**src/rtl/cacode_pkg.sv**
```systemverilog
// Shared constants, configuration payload and chip-combining helper for the
// GPS L1 C/A code generator.
package cacode_pkg;

    localparam int unsigned CA_LEN  = 1023;
    localparam int unsigned LFSR_W  = 10;
    localparam int unsigned TAP_W   = 4;
    localparam int unsigned OMEGA_W = 16;

    // Feedback masks: G1 = x^3+x^10, G2 = x^2+x^3+x^6+x^8+x^9+x^10 (bit i = stage i+1)
    localparam logic [LFSR_W-1:0] G1_FB     = 10'h204;
    localparam logic [LFSR_W-1:0] G2_FB     = 10'h3A6;
    localparam logic [LFSR_W-1:0] LFSR_SEED = 10'h3FF;
    localparam logic [TAP_W-1:0]  T0_DEF    = 4'd2;
    localparam logic [TAP_W-1:0]  T1_DEF    = 4'd6;
    localparam logic [LFSR_W-1:0] IDX_MAX   = LFSR_W'(CA_LEN - 1);

    typedef struct packed {
        logic               en;
        logic [LFSR_W-1:0]  g1;
        logic [LFSR_W-1:0]  g2;
        logic [TAP_W-1:0]   t0;
        logic [TAP_W-1:0]   t1;
        logic [OMEGA_W-1:0] omega;
        logic [LFSR_W-1:0]  idx;
    } chan_cfg_t;

    localparam chan_cfg_t CFG_RST = '{en: 1'b0, g1: LFSR_SEED, g2: LFSR_SEED,
                                      t0: T0_DEF, t1: T1_DEF, omega: '0, idx: '0};

    function automatic logic ca_chip(input logic [LFSR_W-1:0] g1,
                                     input logic [LFSR_W-1:0] g2,
                                     input logic [TAP_W-1:0]  t0,
                                     input logic [TAP_W-1:0]  t1);
        logic [TAP_W-1:0] a;
        logic [TAP_W-1:0] b;
        a = t0 - 4'd1;
        b = t1 - 4'd1;
        return g1[LFSR_W-1] ^ g2[a] ^ g2[b];
    endfunction

endpackage

```
**src/rtl/cacode_nco_chan.sv**
```systemverilog
// One C/A code channel: NCO chip clock, G1/G2 LFSRs, code-phase counter,
// E/P/L delay line and a shadow config that waits for the sync strobe.
module cacode_nco_chan
    import cacode_pkg::*;
#(
    parameter int unsigned NCO_W = 9
) (
    input  logic              clk,
    input  logic              rst,
    input  logic              ld_i,
    input  logic              dfr_i,
    input  logic              sync_i,
    input  chan_cfg_t         cfg_i,
    output logic              pending_o,
    output logic              chip_stb_o,
    output logic              chip_e_o,
    output logic              chip_p_o,
    output logic              chip_l_o,
    output logic              epoch_o,
    output logic [LFSR_W-1:0] idx_o
);

    chan_cfg_t        act_q, act_d, shadow_q, shadow_d;
    logic [NCO_W-1:0] acc_q, acc_d;
    logic [2:0]       epl_q, epl_d;
    logic             stb_q, stb_d, epoch_q, epoch_d, pend_q, pend_d;
    logic             apply_sync;
    logic [NCO_W:0]   sum;

    if (NCO_W < OMEGA_W) begin : g_omega_pad
        logic omega_unused;
        assign omega_unused = ^act_q.omega[OMEGA_W-1:NCO_W];
    end

    // Load (immediate or sync-applied) takes priority over a coincident carry
    always_comb begin
        act_d      = act_q;
        shadow_d   = shadow_q;
        acc_d      = acc_q;
        epl_d      = epl_q;
        pend_d     = pend_q;
        stb_d      = 1'b0;
        epoch_d    = 1'b0;
        apply_sync = sync_i && pend_q;
        sum        = {1'b0, acc_q} + {1'b0, act_q.omega[NCO_W-1:0]};

        if (dfr_i) begin
            shadow_d = cfg_i;
            pend_d   = 1'b1;
        end else if (apply_sync) begin
            pend_d = 1'b0;
        end

        if (ld_i || apply_sync) begin
            act_d = ld_i ? cfg_i : shadow_q;
            acc_d = '0;
            epl_d = '0;
        end else if (act_q.en) begin
            acc_d = sum[NCO_W-1:0];
            if (sum[NCO_W]) begin
                epl_d     = {epl_q[1:0], ca_chip(act_q.g1, act_q.g2, act_q.t0, act_q.t1)};
                act_d.g1  = {act_q.g1[LFSR_W-2:0], ^(act_q.g1 & G1_FB)};
                act_d.g2  = {act_q.g2[LFSR_W-2:0], ^(act_q.g2 & G2_FB)};
                act_d.idx = (act_q.idx == IDX_MAX) ? '0 : act_q.idx + 10'd1;
                stb_d     = 1'b1;
                epoch_d   = (act_q.idx == IDX_MAX);
            end
        end
    end

    always_ff @(posedge clk or negedge rst) begin
        if (!rst) begin
            act_q    <= CFG_RST;
            shadow_q <= CFG_RST;
            acc_q    <= '0;
            epl_q    <= '0;
            pend_q   <= 1'b0;
            stb_q    <= 1'b0;
            epoch_q  <= 1'b0;
        end else begin
            act_q    <= act_d;
            shadow_q <= shadow_d;
            acc_q    <= acc_d;
            epl_q    <= epl_d;
            pend_q   <= pend_d;
            stb_q    <= stb_d;
            epoch_q  <= epoch_d;
        end
    end

    assign pending_o  = pend_q;
    assign chip_stb_o = stb_q;
    assign chip_e_o   = epl_q[0];
    assign chip_p_o   = epl_q[1];
    assign chip_l_o   = epl_q[2];
    assign epoch_o    = epoch_q;
    assign idx_o      = act_q.idx;

endmodule

```
**src/rtl/cacode_nco_multi.sv**
```systemverilog
// Multi-channel GPS L1 C/A code generator: shared config port with validation,
// immediate or sync-deferred loads, and one code channel per instance.
module cacode_nco_multi
    import cacode_pkg::*;
#(
    parameter  int unsigned NUM_CH = 4,
    parameter  int unsigned NCO_W  = 9,
    localparam int unsigned CH_W   = (NUM_CH > 1) ? $clog2(NUM_CH) : 1
) (
    input  logic                       clk,
    input  logic                       rst,
    input  logic                       cfg_valid,
    output logic                       cfg_ready,
    input  logic [CH_W-1:0]            cfg_ch,
    input  logic                       cfg_defer,
    input  logic                       cfg_en,
    input  logic [LFSR_W-1:0]          cfg_g1,
    input  logic [LFSR_W-1:0]          cfg_g2,
    input  logic [TAP_W-1:0]           cfg_t0,
    input  logic [TAP_W-1:0]           cfg_t1,
    input  logic [NCO_W-1:0]           cfg_omega,
    input  logic [LFSR_W-1:0]          cfg_idx,
    output logic                       cfg_err,
    input  logic                       sync_in,
    output logic [NUM_CH-1:0]          chip_stb,
    output logic [NUM_CH-1:0]          chip_e,
    output logic [NUM_CH-1:0]          chip_p,
    output logic [NUM_CH-1:0]          chip_l,
    output logic [NUM_CH-1:0]          epoch,
    output logic [NUM_CH*LFSR_W-1:0]   code_idx
);

    localparam int unsigned CHX_W = CH_W + 1;

    chan_cfg_t         cfg_s;
    logic [NUM_CH-1:0] pending, ld, dfr;
    logic              ch_ok, fields_ok, xfer, err_d, err_q;

    // Request decode; bad taps, bad phase or a nonexistent channel are rejected
    always_comb begin
        cfg_s       = CFG_RST;
        cfg_s.en    = cfg_en;
        cfg_s.g1    = cfg_g1;
        cfg_s.g2    = cfg_g2;
        cfg_s.t0    = cfg_t0;
        cfg_s.t1    = cfg_t1;
        cfg_s.omega = OMEGA_W'(cfg_omega);
        cfg_s.idx   = cfg_idx;
        ld          = '0;
        dfr         = '0;
        ch_ok       = ({1'b0, cfg_ch} < CHX_W'(NUM_CH));
        cfg_ready   = rst && (!ch_ok || !pending[cfg_ch]);
        fields_ok   = ch_ok
                   && (cfg_t0 >= 4'd1) && (cfg_t0 <= 4'd10)
                   && (cfg_t1 >= 4'd1) && (cfg_t1 <= 4'd10)
                   && (cfg_t0 != cfg_t1)
                   && (cfg_idx <= IDX_MAX);
        xfer        = cfg_valid && cfg_ready;
        err_d       = xfer && !fields_ok;
        for (int i = 0; i < NUM_CH; i++) begin
            ld[i]  = xfer && fields_ok && !cfg_defer && (cfg_ch == CH_W'(i));
            dfr[i] = xfer && fields_ok &&  cfg_defer && (cfg_ch == CH_W'(i));
        end
    end

    always_ff @(posedge clk or negedge rst) begin
        if (!rst) begin
            err_q <= 1'b0;
        end else begin
            err_q <= err_d;
        end
    end

    assign cfg_err = err_q;

    for (genvar g = 0; g < NUM_CH; g++) begin : g_chan
        cacode_nco_chan #(.NCO_W(NCO_W)) u_chan (
            .clk        (clk),
            .rst        (rst),
            .ld_i       (ld[g]),
            .dfr_i      (dfr[g]),
            .sync_i     (sync_in),
            .cfg_i      (cfg_s),
            .pending_o  (pending[g]),
            .chip_stb_o (chip_stb[g]),
            .chip_e_o   (chip_e[g]),
            .chip_p_o   (chip_p[g]),
            .chip_l_o   (chip_l[g]),
            .epoch_o    (epoch[g]),
            .idx_o      (code_idx[g*LFSR_W +: LFSR_W])
        );
    end

endmodule

```
**config.mk**
```make
export PLATFORM = sky130hd
export DESIGN_NAME = cacode_nco_multi
export DESIGN_NICKNAME = d
export VERILOG_FILES = /design/src/rtl/cacode_pkg.sv /design/src/rtl/cacode_nco_chan.sv /design/src/rtl/cacode_nco_multi.sv
export SDC_FILE = /design/constraint.sdc
export NUM_CORES = 1
export LEC_CHECK = 0
export CAP_MARGIN = 40
export CORE_MARGIN = 3
export CORE_UTILIZATION = 51
export CTS_CLUSTER_DIAMETER = 30
export CTS_CLUSTER_SIZE = 28
export DETAILED_ROUTE_END_ITERATION = 8
export DONT_BUFFER_PORTS = 1
export PLACE_DENSITY = 0.69
export REMOVE_ABC_BUFFERS = 1
export SLEW_MARGIN = 25
export SYNTH_ARGS = -nofsm -noshare
export SYNTH_HDL_FRONTEND = slang
export SYNTH_SLANG_ARGS = --single-unit
```
**constraint.sdc**
```tcl
create_clock -name clk -period 2.8 [get_ports clk]
set_clock_uncertainty 0.05 [all_clocks]
set_input_delay 0.84 -clock clk [delete_from_list [all_inputs] [get_ports clk]]
set_output_delay 0.84 -clock clk [all_outputs]
set_load 0.01 [all_outputs]
```
==> summary.txt, run 1 <==
Power Density: 1110 mW/mm²
Share of cells above drive strength 1: 31.4%
Peak supply drop: 0.000697 V
Syn. warnings: 0
Tcrit/Tclk final: 106%
Core area: 0.0443 mm²
Wirelength, routed: 59100 µm
PnR worst setup slack: -0.179 ns
Failing checks: negative hold slack, negative setup slack
Worst Setup Start Kind: primary input
Synth Register Bits: 445
EDFF count, synth: 0
Synth Flop Type: dfrtp_1
H-tree depth: 3
Layout Cells excl Fill: 2843
Die area: 0.0476 mm²
CTS tree: yes
CP arrival: 2.09 ns
Distinct cells, synth: 74
Outcome: finished, violations left
Die extent in x: 218 µm
Critical-path top delay cell: nor2b_2
Vias in the first global route: 17300
Gr usage total: 24.9%
CTS Root Cell: clkbuf_16
Number of buffers created by CTS: 100
Initial cell density of the core: 51.8%
Area grow syn2layout: 19.1%
Max_cap viols: 0
DRC viols: 0
Final Setup Violations: 27
Synth async-reset ratio: 100%
Cells after Synth: 2147
Fin. Hold Viols: 30
P_leak: 12.2 nW
Clk slew on worst S/H paths: 0.04 ns
Diode count: 0
RePlAce Congestion: 0.907
Register area share after synthesis: 49.5%
Clk sink count: 445
Io pins: 117
Critical path depth: 2
Worst-path cell chain: nor2b_2 > buf_6
Buf/Inv on CP: 1
FF+latch area: 0.0114 mm²
Worst Hold Class: primary input to asynchronous set/reset pin
Footprint of the multi-input gates: 0.0104 mm²
I/O Buffers: 0
Rel. slew slack: 11.1%
Avg Vias per Cell: 5.97
Final #Nets: 2276
Maximum fanout along the worst path: 447
Slew @ Worst Pin: 1.33 ns
Detailed Place HPWL: 38900 µm
Row count: 77
Crit path largest cell delay: 0.51 ns
Post-Syn Area per Cell: 10.7 µm²
Final hold slack: -0.122 ns
Total grt overflow: 0
RSZ-0062 raised after global routing: no
CP Capture Type: primary output
Critical path class: primary input to primary output
Wirelength per Cell: 20.8 µm
Top delay family on crit path: simple AND/OR/NAND/NOR gates
First-pass GRT wire length: 94400 µm
Total number of vias: 17000
Number of iterations in the first detailed-routing pass: 5
Cells after DPL: 2651
Area of the mapped netlist: 0.0230 mm²
# fillers: 3436
Design area: 0.0273 mm²
Largest net degree at the start of global routing: 448
Die Y: 218 µm
Post-route ant nets: 0
Req. time, crit path: 1.91 ns
DRT iter0 DRCs: 1437
Cells on worst reg2reg path: 10
Minimum clock period: 2.98 ns
Dpl cell area: 0.0238 mm²
Initial antenna violation count: 0
Fin util: 61.7%
Longest Clk Path Bufs: 3
Final Max Tran Viols: 0
Worst-Skew Late Latency: 0.64 ns
Fmax achieved: 336 MHz
Yosys cell counts (all sizes together), types with 52 or more instances:
cell type | number | area, µm²
dfrtp | 261 | 6530
nand2 | 234 | 878
mux2 | 193 | 2170
nor2 | 188 | 708
dfstp | 184 | 4830
a22oi | 174 | 1310
buf | 126 | 788
a31oi | 80 | 500
o21ai | 77 | 393
clkbuf | 70 | 268
a21oi | 61 | 313
ha | 52 | 651
cells by family after synthesis:
kind of cell / synth area share, %
AND/OR/NAND/NOR: 11.0
flip-flops: 49.5
AO/OA/AOI/OAI: 14.9
adder cells (fa/ha/maj): 3.18
XOR/XNOR: 2.96
multiplexers: 13.1
buffers and inverters: 5.40
routing by layer:
metal / global-route usage [%] / vias up / part of all wire [%]
met4: 9.61 / 0 / 3.2
met1: 31.2 / 8525 / 41
met5: 0 / - / 0
li1: - / 7771 / -
met2: 40.9 / 525 / 48
met3: 7.47 / 142 / 7.7
power by group:
group          switching [mW]  leakage [nW]  total, mW  internal, mW
combinational            3.40          5.24       7.12          3.72
sequential               1.95          5.30       11.0          9.04
clock                    3.94          1.68       12.1          8.15
flip-flops by register name (all words and copies together) (netlist names):
| register | flops |
|---|---|
| cfg_err | 1 |
| g_chan.u_chan.epl_q | 12 |
| g_chan.u_chan.epoch_o | 4 |
| g_chan.u_chan.idx_o | 40 |
| g_chan.u_chan.pending_o | 4 |
| g_chan.u_chan.acc_q | 36 |
| g_chan.u_chan.act_q | 152 |
| g_chan.u_chan.shadow_q | 192 |
| g_chan.u_chan.chip_stb_o | 4 |
repair_timing:
action                                 in CTS  in global routing
buffers inserted                            3                  2
setup endpoints to repair                   1                 26
endpoints found under the hold margin     261                261
resized for setup                           1                  2
stage by stage:
step / hold slack (ns) / power (mW) / setup WS [ns] / setup TNS, ns
3_5_place_dp: 0.421 / 18.0 / -0.202 / -3.58
6_report: -0.122 / 30.2 / -0.179 / -1.31
4_1_cts: -0.155 / 30.3 / 0.00156 / 0
3_3_place_gp: 0.416 / 17.6 / -0.130 / -1.35
5_1_grt: -0.167 / 31.9 / 0.0318 / 0
2_1_floorplan: 0.400 / 16.1 / -1.23 / -320.40
cells in the final DEF (no fill, tap or decap), drive strengths merged, types with 61 or more instances in the layout:
cell,n
dfrtp,261
nand2,234
mux2,193
nor2,188
dfstp,184
a22oi,174
clkbuf,117
buf,112
a31oi,80
o21ai,77
inv,62
a21oi,61
cell type report:
type / instances / area share (%)
flip-flops and latches: 445 / 41.6
inverters: 49 / 0.673
repair buffers: 112 / 4.01
clock buffers: 117 / 9.76
clock inverters: 71 / 3.17
well taps: 592 / 2.71
multi-input cells: 1457 / 38.1
path summary, 6_finish.rpt:
path                                            startpoint                    endpoint  slack [ns]
worst min-delay path                                   rst   g_chan[0].u_chan.acc_q[2]       -0.12
max in group asynchronous                              rst                     cfg_err        1.80
worst min register to register  g_chan[1].u_chan.act_q[28]  g_chan[1].u_chan.act_q[28]        0.43
min in group clk                                   sync_in  g_chan[3].u_chan.pending_o        0.27
worst max-delay path                                   rst                   cfg_ready       -0.18
worst max register to register   g_chan[3].u_chan.acc_q[1]  g_chan[3].u_chan.act_q[50]        0.18
No activity file was read; power rests on OpenSTA's default activity.
==> run 2: changes to the inputs <==
Clock period 2.8 ns to 2.9 ns, I/O delays scaled along.
==> run 2 against run 1 <==
The run ends with negative hold slack left. Critical path depth up 1. Clock power about the same. Via count up 0.65%. Final area down 0.20%. Largest cell class unchanged.
==> summary.txt, run 2 (synthesized netlist as in run 1, its figures left out) <==
Outcome: finished, violations left
Failing checks: negative hold slack
GR Util met1: 31.4% (+0.21 points)
CTS Root Cell: clkbuf_16
Die area: 0.0476 mm² (unchanged)
Power Density: 1080 mW/mm² (-1.9%)
Setup TNS: 0 ns (+1.31 ns)
P_leak: 12.2 nW (-0.21%)
Die Y: 218 µm (unchanged)
Detailed Place HPWL: 38600 µm (-0.95%)
Avg Vias per Cell: 6.05 (+1.4%)
Cells after DPL: 2632 (-0.72%)
Final #Nets: 2253 (-1.0%)
Tcrit/Tclk final: 97.0%
Worst-path cell chain: mux4_2 > nor2b_1 > buf_4
Fin. Hold Viols: 194 (+550%)
Fmax achieved: 356 MHz
Critical path class: flip-flop to primary output
Met3 usage: 7.52% (+0.056 points)
Total grt overflow: 0 (unchanged)
Max reg flops: 192 (unchanged)
Gr usage total: 25.1% (+0.14 points)
Worst-Skew Late Latency: 0.64 ns (about the same)
Worst Hold Class: primary input to asynchronous set/reset pin
Req. time, crit path: 1.98 ns (+0.07 ns)
Clk slew on worst S/H paths: 0.05 ns (about the same)
Diode count: 0 (unchanged)
Worst Setup Start Kind: flip-flop
Die extent in x: 218 µm (unchanged)
Maximum fanout along the worst path: 4 (-99%)
DRC viols: 0 (unchanged)
CP arrival: 1.89 ns (-0.20 ns)
Rel. slew slack: 43.2% (+32 points)
Commonest non-fill, non-tap cell in the layout: dfrtp_1
CP Capture Type: primary output
Final Total Pwr: 29.6 mW (-2.0%)
Slew @ Worst Pin: 0.851 ns (-0.482 ns)
Final Max Tran Viols: 0 (unchanged)
Wirelength per Cell: 20.9 µm (+0.84%)
Vias in the first global route: 17400 (+0.017%)
RSZ-0062 raised after global routing: no
CTS tree: yes
Area grow syn2layout: 18.8%
Clk sink count: 445 (unchanged)
First-pass GRT wire length: 95000 µm (+0.63%)
Largest net degree at the start of global routing: 448 (unchanged)
Wirelength, routed: 59100 µm (about the same)
Share of cells above drive strength 1: 30.4% (-1.0 points)
Number of buffers created by CTS: 100 (unchanged)
DRT iter0 DRCs: 1635 (+14%)
Layout Cells excl Fill: 2822 (-0.74%)
Reg with most FFs: g_chan.u_chan.shadow_q
Critical-path top delay cell: mux4_2
Fin util: 61.5% (-0.12 points)
Final hold slack: -0.0979 ns (+0.0244 ns)
Number of iterations in the first detailed-routing pass: 7 (+2)
Place WS: -0.0830 ns (+0.119 ns)
Longest Clk Path Bufs: 3 (unchanged)
Final Setup Violations: 0 (-100%)
Initial cell density of the core: 51.8% (unchanged)
Initial antenna violation count: 1 (+1)
Post-route ant nets: 0 (unchanged)
PnR worst setup slack: 0.0876 ns (+0.266 ns)
Row count: 77 (unchanged)
Peak supply drop: 0.000643 V (-7.6%)
Dpl cell area: 0.0236 mm² (-0.71%)
RePlAce Congestion: 0.898 (-0.97%)
Total number of vias: 17100 (+0.65%)
Io pins: 117 (unchanged)
Minimum clock period: 2.81 ns
Max_cap viols: 0 (unchanged)
Most frequent cells in the layout: dfrtp_1 (261), nand2_1 (232), nor2_1 (186), mux2_2 (186), dfstp_2 (184)
Design area: 0.0273 mm² (-0.20%)
Core area: 0.0443 mm² (unchanged)
I/O Buffers: 0 (unchanged)
GRT busiest layer: met2
H-tree depth: 3 (unchanged)
Met2 usage: 41.2% (+0.26 points)
Crit path largest cell delay: 0.48 ns (-0.03 ns)
# fillers: 3453 (+0.49%)
## run 2: area by class of cell
cell class | instances | area (µm²) | share of cell area (%)
inverters | 49 | 184 | 0.674
multi-input cells | 1457 | 10400 | 38.2
clock buffers | 136 | 2860 | 10.5
clock inverters | 54 | 826 | 3.03
repair buffers | 89 | 893 | 3.28
well taps | 592 | 741 | 2.72
flip-flops and latches | 445 | 11400 | 41.7
## run 2: what timing repair did
action / CTS / global route
setup endpoints to repair: 0 / 12
setup buffers: 0 / 0
endpoints found under the hold margin: 261 / 240
resized for setup: 0 / 1
## run 2: worst max-delay path, delay by kind of cell, from the launching register on
kind / cells / cell delay [ns]
buffers and inverters: 1 / 0.18
DFF: 1 / 0.42
muxes: 1 / 0.48
and+or+nand+nor: 1 / 0.17
## run 2: per-layer routing
metal	wire length, µm	part of all wire [%]
met3	4780	8.1
met1	24000	41
met4	1890	3.2
met5	0	0
met2	28400	48
## run 2: report_power, final
part | switching (mW) | leakage (nW) | total, mW | internal, mW
Clock | 3.70 | 1.78 | 12.1 | 8.42
Sequential | 1.92 | 5.30 | 10.6 | 8.73
Combinational | 3.26 | 5.11 | 6.82 | 3.56
Total | 8.87 | 12.2 | 29.6 | 20.7
## run 2: final timing paths
| path | end | startpoint | slack, ns | depth (start not counted) |
|---|---|---|---|---|
| worst max-delay path | cfg_ready | g_chan[0].u_chan.pending_o | 0.09 | 3 |
| worst min-delay path | g_chan[0].u_chan.acc_q[2] | rst | -0.1 | 0 |
| worst max register to register | g_chan[3].u_chan.idx_o[1] | g_chan[3].u_chan.acc_q[1] | 0.22 | 8 |
| worst min register to register | g_chan[0].u_chan.act_q[51] | g_chan[0].u_chan.act_q[50] | 0.41 | 2 |
| max in group asynchronous | g_chan[2].u_chan.act_q[29] | rst | 2.19 | 0 |
| min in group clk | g_chan[3].u_chan.pending_o | sync_in | 0.31 | 1 |
